==> src/rtl/mult_div_pkg.sv <==
// Shared encodings for the iterative multiply/divide unit: op field bits,
// FSM state enum and the default iteration count.
package mult_div_pkg;

    localparam int MD_ITER = 32;

    localparam int OP_DIV_BIT    = 1;
    localparam int OP_SIGNED_BIT = 0;

    localparam logic OP_MUL = 1'b0;
    localparam logic OP_DIV = 1'b1;

    typedef enum logic [1:0] {
        IDLE = 2'd0,
        CALC = 2'd1,
        FIX  = 2'd2,
        DONE = 2'd3
    } md_state_t;

endpackage

==> src/rtl/mult_div_if.sv <==
// Operand/result bundle between the register-file side and the multiply/divide
// unit; master drives the request, slave returns the HI/LO result.
interface mult_div_if
    import mult_div_pkg::*;
#(
    parameter int WIDTH = MD_ITER
);

    logic             start;
    logic [1:0]       op;
    logic [WIDTH-1:0] operand_a;
    logic [WIDTH-1:0] operand_b;
    logic             busy;
    logic             done;
    logic             div_zero;
    logic [WIDTH-1:0] hi;
    logic [WIDTH-1:0] lo;

    modport master (
        output start, op, operand_a, operand_b,
        input  busy, done, div_zero, hi, lo
    );

    modport slave (
        input  start, op, operand_a, operand_b,
        output busy, done, div_zero, hi, lo
    );

endinterface

==> src/rtl/mult_div_sign_fix.sv <==
// Sign correction for signed MULT/DIV; only instantiated when MULTDIV_SIGNED_EN
// is defined. Operates on the magnitude result held in the {hi, lo} accumulator.
module mult_div_sign_fix
    import mult_div_pkg::*;
#(
    parameter int WIDTH = MD_ITER
) (
    input  logic               is_div,
    input  logic               sign_a,
    input  logic               sign_b,
    input  logic [2*WIDTH-1:0] raw,
    output logic [WIDTH-1:0]   hi,
    output logic [WIDTH-1:0]   lo
);

    logic [2*WIDTH-1:0] prod;
    logic [WIDTH-1:0]   quo;
    logic [WIDTH-1:0]   rem;

    // Quotient and product follow the XOR of signs; remainder follows the dividend.
    always_comb begin
        prod = (sign_a ^ sign_b) ? -raw : raw;
        quo  = (sign_a ^ sign_b) ? -raw[WIDTH-1:0] : raw[WIDTH-1:0];
        rem  = sign_a ? -raw[2*WIDTH-1:WIDTH] : raw[2*WIDTH-1:WIDTH];
        if (is_div) begin
            hi = rem;
            lo = quo;
        end else begin
            hi = prod[2*WIDTH-1:WIDTH];
            lo = prod[WIDTH-1:0];
        end
    end

endmodule

==> src/rtl/mult_div_unit.sv <==
// Iterative shift-add multiplier / restoring divider producing MIPS HI/LO.
// Define MULTDIV_SIGNED_EN to honour op[0] (signed MULT/DIV); otherwise all ops are unsigned.
module mult_div_unit
    import mult_div_pkg::*;
#(
    parameter int WIDTH = MD_ITER
) (
    input  logic      clock,
    input  logic      reset_n,
    mult_div_if.slave bus
);

    localparam int            CW         = (WIDTH > 1) ? $clog2(WIDTH) : 1;
    localparam logic [CW-1:0] COUNT_LOAD = CW'(WIDTH - 1);

    md_state_t          state;
    md_state_t          state_next;
    logic [CW-1:0]      count;
    logic [2*WIDTH-1:0] acc;
    logic [2*WIDTH-1:0] acc_step;
    logic [WIDTH-1:0]   addend;
    logic [WIDTH-1:0]   raw_a;
    logic [WIDTH-1:0]   hi_reg;
    logic [WIDTH-1:0]   lo_reg;
    logic [WIDTH-1:0]   res_hi;
    logic [WIDTH-1:0]   res_lo;
    logic [WIDTH-1:0]   fix_hi;
    logic [WIDTH-1:0]   fix_lo;
    logic [WIDTH-1:0]   a_mag;
    logic [WIDTH-1:0]   b_mag;
    logic [WIDTH:0]     mul_sum;
    logic [WIDTH:0]     div_cand;
    logic [WIDTH-1:0]   div_diff;
    logic               is_div;
    logic               div_zero_reg;
    logic               accept;
    logic               start_is_div;

    assign accept       = bus.start && ((state == IDLE) || (state == DONE));
    assign start_is_div = (bus.op[OP_DIV_BIT] == OP_DIV);

`ifdef MULTDIV_SIGNED_EN
    logic sign_a;
    logic sign_b;
    logic a_neg;
    logic b_neg;

    assign a_neg = bus.op[OP_SIGNED_BIT] && bus.operand_a[WIDTH-1];
    assign b_neg = bus.op[OP_SIGNED_BIT] && bus.operand_b[WIDTH-1];
    assign a_mag = a_neg ? -bus.operand_a : bus.operand_a;
    assign b_mag = b_neg ? -bus.operand_b : bus.operand_b;

    always_ff @(posedge clock) begin
        if (!reset_n) begin
            sign_a <= 1'b0;
            sign_b <= 1'b0;
        end else if (accept) begin
            sign_a <= a_neg;
            sign_b <= b_neg;
        end
    end

    mult_div_sign_fix #(
        .WIDTH (WIDTH)
    ) u_sign_fix (
        .is_div (is_div),
        .sign_a (sign_a),
        .sign_b (sign_b),
        .raw    (acc),
        .hi     (fix_hi),
        .lo     (fix_lo)
    );
`else
    logic unused_op_signed;

    assign unused_op_signed = bus.op[OP_SIGNED_BIT];
    assign a_mag  = bus.operand_a;
    assign b_mag  = bus.operand_b;
    assign fix_hi = acc[2*WIDTH-1:WIDTH];
    assign fix_lo = acc[WIDTH-1:0];
`endif

    always_ff @(posedge clock) begin
        if (!reset_n) begin
            state <= IDLE;
        end else begin
            state <= state_next;
        end
    end

    always_comb begin
        state_next = state;
        bus.busy   = 1'b0;
        bus.done   = 1'b0;
        case (state)
            IDLE: begin
                if (bus.start) begin
                    state_next = CALC;
                end
            end
            CALC: begin
                bus.busy = 1'b1;
                if (count == '0) begin
                    state_next = FIX;
                end
            end
            FIX: begin
                bus.busy   = 1'b1;
                state_next = DONE;
            end
            DONE: begin
                bus.done   = 1'b1;
                state_next = bus.start ? CALC : IDLE;
            end
            default: state_next = IDLE;
        endcase
    end

    // The accumulator is {upper, lower}: multiply keeps the multiplier in the
    // lower half and shifts right; divide keeps the dividend/quotient there and
    // shifts left, with the partial remainder in the upper half.
    always_comb begin
        mul_sum  = {1'b0, acc[2*WIDTH-1:WIDTH]} + {1'b0, addend};
        div_cand = acc[2*WIDTH-1:WIDTH-1];
        div_diff = div_cand[WIDTH-1:0] - addend;
        if (!is_div) begin
            if (acc[0]) begin
                acc_step = {mul_sum, acc[WIDTH-1:1]};
            end else begin
                acc_step = {1'b0, acc[2*WIDTH-1:1]};
            end
        end else if (div_cand >= {1'b0, addend}) begin
            acc_step = {div_diff, acc[WIDTH-2:0], 1'b1};
        end else begin
            acc_step = {div_cand[WIDTH-1:0], acc[WIDTH-2:0], 1'b0};
        end
    end

    // Divide by zero bypasses sign correction and returns the original dividend.
    always_comb begin
        res_hi = fix_hi;
        res_lo = fix_lo;
        if (is_div && (addend == '0)) begin
            res_hi = raw_a;
            res_lo = '1;
        end
    end

    always_ff @(posedge clock) begin
        if (!reset_n) begin
            count        <= '0;
            acc          <= '0;
            addend       <= '0;
            raw_a        <= '0;
            is_div       <= 1'b0;
            hi_reg       <= '0;
            lo_reg       <= '0;
            div_zero_reg <= 1'b0;
        end else begin
            div_zero_reg <= 1'b0;
            if (accept) begin
                is_div <= start_is_div;
                raw_a  <= bus.operand_a;
                count  <= COUNT_LOAD;
                if (start_is_div) begin
                    acc    <= {{WIDTH{1'b0}}, a_mag};
                    addend <= b_mag;
                end else begin
                    acc    <= {{WIDTH{1'b0}}, b_mag};
                    addend <= a_mag;
                end
            end else if (state == CALC) begin
                acc <= acc_step;
                if (count != '0) begin
                    count <= count - CW'(1);
                end
            end else if (state == FIX) begin
                hi_reg       <= res_hi;
                lo_reg       <= res_lo;
                div_zero_reg <= is_div && (addend == '0);
            end
        end
    end

    assign bus.hi       = hi_reg;
    assign bus.lo       = lo_reg;
    assign bus.div_zero = div_zero_reg;

endmodule

==> src/flat_wrapper.sv <==
// flat-port wrapper written by rule: the top's interface ports become plain ports
module mult_div_unit_flat import mult_div_pkg::*;
#(
    parameter int WIDTH = MD_ITER
)
  (clock, reset_n, bus_start, bus_op, bus_operand_a, bus_operand_b, bus_busy, bus_done, bus_div_zero, bus_hi, bus_lo);
  mult_div_if #(.WIDTH(WIDTH)) bus_i ();
  input  logic clock;
  input  logic reset_n;
  input wire logic [$bits(bus_i.start)-1:0] bus_start;
  input wire logic [$bits(bus_i.op)-1:0] bus_op;
  input wire logic [$bits(bus_i.operand_a)-1:0] bus_operand_a;
  input wire logic [$bits(bus_i.operand_b)-1:0] bus_operand_b;
  output wire logic [$bits(bus_i.busy)-1:0] bus_busy;
  output wire logic [$bits(bus_i.done)-1:0] bus_done;
  output wire logic [$bits(bus_i.div_zero)-1:0] bus_div_zero;
  output wire logic [$bits(bus_i.hi)-1:0] bus_hi;
  output wire logic [$bits(bus_i.lo)-1:0] bus_lo;
  assign bus_i.start = bus_start;
  assign bus_i.op = bus_op;
  assign bus_i.operand_a = bus_operand_a;
  assign bus_i.operand_b = bus_operand_b;
  assign bus_busy = bus_i.busy;
  assign bus_done = bus_i.done;
  assign bus_div_zero = bus_i.div_zero;
  assign bus_hi = bus_i.hi;
  assign bus_lo = bus_i.lo;
  mult_div_unit #(.WIDTH(WIDTH)) u_core (.clock(clock), .reset_n(reset_n), .bus(bus_i));
endmodule
==> config.mk <==
export PLATFORM = sky130hd
export DESIGN_NAME = mult_div_unit_flat
export DESIGN_NICKNAME = d
export VERILOG_FILES = /design/src/rtl/mult_div_pkg.sv /design/src/rtl/mult_div_if.sv /design/src/rtl/mult_div_sign_fix.sv /design/src/rtl/mult_div_unit.sv /design/src/flat_wrapper.sv
export SDC_FILE = /design/constraint.sdc
export NUM_CORES = 1
export LEC_CHECK = 0
export ABC_AREA = 0
export CORE_ASPECT_RATIO = 0.6
export CORE_MARGIN = 3
export CORE_UTILIZATION = 52
export DETAILED_ROUTE_END_ITERATION = 10
export HOLD_SLACK_MARGIN = 0.12
export PLACE_DENSITY_LB_ADDON = 0.3
export SYNTH_ARGS = -nofsm -noshare
export SYNTH_HDL_FRONTEND = slang
export SYNTH_SLANG_ARGS = --single-unit
export TNS_END_PERCENT = 30
==> constraint.sdc <==
create_clock -name clock -period 3.02 [get_ports clock]
set_clock_uncertainty 0.1 [all_clocks]
set_input_delay 0.604 -clock clock [delete_from_list [all_inputs] [get_ports clock]]
set_output_delay 0.604 -clock clock [all_outputs]
set_load 0.05 [all_outputs]
==> flow_summary.json, run 1 <==
{
  "grt_pass1_vias": 12874,
  "status": "complete, but fails checks",
  "hold_violations": 0,
  "antenna_found_initial": 2,
  "cts_hold_buf": 0,
  "layout-drive-gt1-share_pct": 20.96,
  "grt.total_usage_pct": 31.90,
  "p_per_area_nw_per_um2": 1062,
  "synthArstFlopShare_pct": 0,
  "setup_viol": 33,
  "cts_root_buf": "clkbuf_16",
  "chipHeight_um": 128.2,
  "whs_path_depth": 2,
  "critPathKind": "flip-flop to flip-flop",
  "die_x_um": 209.7,
  "regArea_um2": 4061,
  "tns_ps": -7273,
  "drcViolationCount": 0,
  "largest_register_ffs": 64,
  "postLayoutCoreUtil_pct": 72.78,
  "cp_slowest_cell": "a2111o_1",
  "period_needed_ps": 3377,
  "peakVddDrop_mv": 0.5742,
  "start_util_pct": 53.21,
  "hpwl_um": 32230,
  "cts_sinks": 201,
  "final_cell_mix": "217 x buf_4, 207 x nor2_1, 177 x dfxtp_1",
  "drv_slew": 0,
  "yosys_register_bits": 201,
  "cts.reportedPaths.clkPinSlew_ps": 70,
  "fin_ws_ps": -357.0,
  "htreeDepth": 1,
  "synthesis.area_um2": 12950,
  "wirelength_um": 45500,
  "end_kind": "flip-flop",
  "grt_pass1_wl_um": 69100,
  "syn_avg_cell_area_um2": 7.815,
  "comb_power_share_pct": 63.2,
  "place_congestion": 0.9827,
  "path_cells": "inv_2, ha_4, a21oi_4, o21ai_2, a2111o_1, o211ai_1, o211ai_1, buf_4, a21o_1, buf_4, and4b_1, nor4_4, a311oi_2, o21a_1",
  "rsz0062_at_grt": "yes",
  "yosys_warnings": 0,
  "hold_path_class": "flip-flop to flip-flop",
  "swShare_pct": 45.61,
  "met1_length_um": 20200,
  "fillCellCount": 1857,
  "design_area_um2": 17710,
  "drt.antenna.violating_nets": 0,
  "ys_seq_area_share_pct": 31.08,
  "hold_start": "u_core.raw_a[0]",
  "r2r_cells": 14,
  "p_int_mw": 10.23,
  "violations": "negative setup slack",
  "tritoncts": "yes",
  "syn_to_final_growth_pct": 36.77,
  "io_pins": 136,
  "worst_pin_slew_ps": 824.1,
  "synthFlopType": "dfxtp_1",
  "placement.io_buffers": 134,
  "coreArea_um2": 24330,
  "grt_overflow": 0,
  "crit_buf_inv": 3,
  "insertion_delay_ps": 520,
  "synth_edf_count": 0,
  "critPathLaunchType": "flip-flop",
  "placed_cell_area_um2": 15960,
  "clock.fmax_ghz": 0.2961,
  "reg2reg_from": "u_core.addend[6]",
  "cp_max_fo": 3,
  "syn-num-nets": 1799,
  "final_common_cell": "buf_4",
  "via_per_inst": 6.051,
  "syn_inst": 1657,
  "multiInputGateArea_um2": 8861,
  "top_layer": "met5",
  "rrSetupSlack_ps": -360,
  "drtIter0Drc": 1307,
  "fin_cells": 2279,
  "hold_ws_ps": 356.3,
  "die_area_um2": 26890,
  "cp.arrival_ps": 3670,
  "drtPass1Iterations": 7,
  "finalCritPeriodShare_pct": 111.8,
  "met2_length_um": 19920,
  "leakage_nw": 7.250,
  "fin_nets": 2084,
  "cts_max_path_buffers": 3,
  "seqPwrFrac_pct": 22.0,
  "via_count": 13790,
  "r2r_end": "u_core.acc[62]",
  "cts_buffers": 20,
  "largest-register": "u_core.acc",
  "dp_cells": 2208,
  "met3WireLength_um": 4015,
  "cp.required_ps": 3320,
  "cap_violations": 0,
  "p_switching_mw": 8.581,
  "routedWlPerCell_um": 19.97,
  "clkPwrFrac_pct": 14.9,
  "synthDistinctLibCells": 64,
  "rows": 44,
  "cpPeakStageDelay_ps": 410,
  "relSlewSlack_pct": 44.34,
  "path_delay_family": "compound AO/OA/AOI/OAI gates",
  "hold_end": "u_core.raw_a[0]",
  "grt_max_degree": 142
}
stage by stage:
step	power, mW	setup WS [ps]
2_1_floorplan	10.20	13.70
3_5_place_dp	14.10	-536.8
6_report	18.81	-357.0
4_1_cts	17.87	-245.8
5_1_grt	19.83	-388.6
3_3_place_gp	13.89	-439.6
what timing repair did:
action                                  4_1_cts  5_1_grt
endpoints found under the hold margin         0        0
resized for setup                            93       83
endpoints found under the setup margin       33       64
pin swaps                                    50       47
buffers inserted                             23       10
gates cloned                                  3        0
worst max-delay path by stage:
stage / from / end / slack [ps] / depth (start not counted)
2_1_floorplan: u_core.acc[32] / u_core.acc[57] / 10 / 13
3_3_place_gp: u_core.acc[31] / u_core.acc[62] / -440 / 14
3_5_place_dp: u_core.acc[31] / u_core.acc[62] / -540 / 14
4_1_cts: u_core.acc[36] / u_core.acc[62] / -250 / 13
5_1_grt: u_core.acc[31] / u_core.acc[62] / -390 / 14
6_report: u_core.addend[6] / u_core.acc[62] / -360 / 14
Yosys cell counts, types with 3 or more instances:
master | instances | share of area [%]
a21oi_1 | 183 | 7.1
a311oi_1 | 5 | 0.34
o31ai_1 | 4 | 0.23
a211oi_1 | 108 | 6.3
or2_2 | 3 | 0.14
and3_1 | 8 | 0.39
or3_1 | 3 | 0.14
o211ai_1 | 32 | 1.9
a2111o_1 | 3 | 0.26
a211o_1 | 3 | 0.20
dfxtp_1 | 201 | 31
buf_1 | 13 | 0.38
o22ai_1 | 5 | 0.24
nand3_1 | 17 | 0.66
xor2_1 | 27 | 1.8
nor4_1 | 11 | 0.53
xnor2_1 | 30 | 2.0
o21a_1 | 8 | 0.46
ha_1 | 71 | 6.9
nor3_1 | 14 | 0.54
nand4_1 | 12 | 0.58
nor2b_1 | 9 | 0.43
mux2i_1 | 134 | 10
nand2b_1 | 7 | 0.34
a41oi_1 | 3 | 0.20
o41ai_1 | 3 | 0.20
o21ai_0 | 110 | 4.3
inv_1 | 64 | 1.9
o21bai_1 | 6 | 0.35
a32o_1 | 5 | 0.39
o31a_1 | 3 | 0.20
nor2_1 | 211 | 6.1
mux2_2 | 11 | 0.96
a21o_1 | 33 | 1.9
clkbuf_1 | 99 | 2.9
nand2_1 | 153 | 4.4
a31oi_1 | 9 | 0.43
power by group through the flow:
stage / combinational [mW] / sequential (mW) / clock (mW)
after floorplan: 5.52 / 4.68 / 0
after detailed placement: 10.0 / 4.10 / 0
after global routing: 12.7 / 4.19 / 2.91
final: 11.9 / 4.13 / 2.80
after global placement: 9.81 / 4.08 / 0
after CTS: 11.0 / 4.08 / 2.80
area by class of cell:
class | instances | share of cell area [%]
Multi-Input combinational cell | 1277 | 50.04
Antenna cell | 1 | 0.01413
Inverter | 65 | 1.392
Clock inverter | 7 | 0.6853
Sequential cell | 201 | 22.93
Tap cell | 322 | 2.275
Timing Repair Buffer | 377 | 19.25
Clock buffer | 29 | 3.420
cell families after synthesis:
family,synth area share (%)
AOI/OAI and AO/OA,26.63
and+or+nand+nor,14.75
DFF,31.08
buffers and inverters,5.208
muxes,11.32
adders and majority gates,7.170
xor gates and xnor gates,3.855
worst reg2reg max path: stages (launching register included):
cell	delay, ps
dfxtp_2	340
inv_2	50
ha_4	220
a21oi_4	160
o21ai_2	90
a2111o_1	410
o211ai_1	400
o211ai_1	250
buf_4	200
a21o_1	160
buf_4	150
and4b_1	210
nor4_4	270
a311oi_2	70
o21a_1	190
per-layer routing:
metal  global-route usage (%)  up-vias
li1                         -     6567
met3                    6.334      104
met1                    44.94     6487
met4                    10.27        2
met5                        0        -
met2                    49.27      630
No activity file was read; power rests on OpenSTA's default activity.
==> inputs of run 2 (changes only) <==
- RECOVER_POWER: unset -> 50
==> flow_summary.json, run 2 (synthesis gave the netlist of run 1 again) <==
{
  "cp.required_ps": 3320,
  "multiInputGateArea_um2": 8853,
  "path_cells": "ha_1, nand2b_1, a21oi_2, o31a_1, o211ai_1, o211ai_1, buf_4, a21o_1, buf_4, and4b_1, nor4_4, a311oi_2, o21a_1",
  "fin_ws_ps": -365.7,
  "cpPeakStageDelay_ps": 420,
  "violations": "max-slew violations, negative setup slack",
  "crit_start": "u_core.acc[32]",
  "cts_hold_buf": 0,
  "wirelength_um": 45580,
  "cap_violations": 0,
  "placed_cell_area_um2": 15960,
  "swShare_pct": 45.65,
  "drv_slew": 71,
  "fin_nets": 2084,
  "use_met1_pct": 44.94,
  "p_total_mw": 18.76,
  "seqPwrFrac_pct": 22.0,
  "cp_slowest_cell": "o211ai_1",
  "hpwl_um": 32230,
  "finalCritPeriodShare_pct": 112.1,
  "p_int_mw": 10.20,
  "cp_max_fo": 5,
  "htreeDepth": 1,
  "hold_path_class": "flip-flop to flip-flop",
  "via_per_inst": 6.033,
  "insertion_delay_ps": 520,
  "drt.antenna.violating_nets": 0,
  "regArea_um2": 4061,
  "reg2reg_from": "u_core.acc[32]",
  "r2r_cells": 13,
  "antenna_found_initial": 2,
  "start_util_pct": 53.21,
  "rrSetupSlack_ps": -370,
  "r2r_end": "u_core.acc[62]",
  "chipHeight_um": 128.2,
  "critPathKind": "flip-flop to flip-flop",
  "hold_end": "u_core.raw_a[3]",
  "drcViolationCount": 0,
  "worst_pin_slew_ps": 1507,
  "critPathLaunchType": "flip-flop",
  "cts_buffers": 20,
  "busiest_layer": "met2",
  "hold_start": "u_core.raw_a[3]",
  "rsz0062_at_grt": "yes",
  "grt_overflow": 0,
  "met2_usage_pct": 49.27,
  "whs_path_depth": 2,
  "end_kind": "flip-flop",
  "p_per_area_nw_per_um2": 1061,
  "via_count": 13750,
  "cts.reportedPaths.clkPinSlew_ps": 70,
  "place_congestion": 0.9827,
  "die_area_um2": 26890,
  "period_needed_ps": 3386,
  "grt_pass1_vias": 12874,
  "tritoncts": "yes",
  "fillCellCount": 1859,
  "path_delay_family": "compound AO/OA/AOI/OAI gates",
  "relSlewSlack_pct": -0.4650,
  "layout-drive-gt1-share_pct": 20.86,
  "cts_max_path_buffers": 3,
  "hold_violations": 0,
  "setup_viol": 33,
  "use_met3_pct": 6.334,
  "drtPass1Iterations": 6,
  "final_cell_mix": "216 x buf_4, 208 x nor2_1, 177 x dfxtp_1",
  "placement.io_buffers": 134,
  "fin_cells": 2279,
  "largest-register": "u_core.acc",
  "clkPwrFrac_pct": 14.9,
  "syn_to_final_growth_pct": 36.58,
  "final_common_cell": "buf_4",
  "largest_register_ffs": 64,
  "grt_max_degree": 142,
  "cts_sinks": 201,
  "die_x_um": 209.7,
  "peakVddDrop_mv": 0.5361,
  "routedWlPerCell_um": 20.00,
  "design_area_um2": 17690,
  "p_switching_mw": 8.565,
  "status": "complete, but fails checks",
  "hold_ws_ps": 354.5,
  "postLayoutCoreUtil_pct": 72.68,
  "clock.fmax_ghz": 0.2954,
  "io_pins": 136,
  "leakage_nw": 7.318,
  "crit_buf_inv": 2,
  "grt.total_usage_pct": 31.90,
  "cp.arrival_ps": 3680,
  "dp_cells": 2208,
  "coreArea_um2": 24330,
  "grt_pass1_wl_um": 69100,
  "rows": 44,
  "cts_root_buf": "clkbuf_16",
  "comb_power_share_pct": 63.1,
  "drtIter0Drc": 1302
}
run 2: cell type report:
type / instances / area share, %
multi-input combinational: 1277 / 50.06
antenna: 1 / 0.01415
timing repair buffer: 377 / 19.18
inverter: 65 / 1.394
clock inverter: 7 / 0.6862
clock buffer: 29 / 3.424
tap: 322 / 2.278
sequential: 201 / 22.96
run 2: how the worst max path moves through the flow:
stage | endpoint | depth (start not counted)
finish | u_core.acc[62] | 13
global route | u_core.acc[62] | 14
CTS | u_core.acc[62] | 13
detailed placement | u_core.acc[62] | 14
global placement | u_core.acc[62] | 14
floorplan | u_core.acc[57] | 13
run 2: through the flow:
stage / setup WS [ps] / setup TNS [ps]
final: -365.7 / -7498
after global routing: -388.6 / -14640
after floorplan: 13.70 / 0
after CTS: -245.8 / -4951
after global placement: -439.6 / -7102
after detailed placement: -536.8 / -10050
run 2: power by group through the flow:
stage	clock network (mW)	registers, mW	logic (mW)
global placement	0	4.08	9.81
detailed placement	0	4.10	10.0
global route	2.91	4.18	12.7
floorplan	0	4.68	5.52
CTS	2.80	4.08	11.0
finish	2.79	4.13	11.8
run 2: worst min-delay path: stages (launching register included):
cell and delay, ps:
dfxtp_1 310, nand2_1 50, a21oi_1 50
run 2: per-layer routing:
metal / share of wire (%) / wire [um]
met4: 2.8 / 1299
met3: 8.7 / 3966
met2: 44 / 20060
met5: 0.020 / 9
met1: 44 / 20250
run 2: timing repair:
action | 4_1_cts | 5_1_grt
endpoints found under the setup margin | 33 | 64
buffers inserted | 23 | 10
gates cloned | 3 | 0
pin swaps | 50 | 47
gates resized for setup | 93 | 83
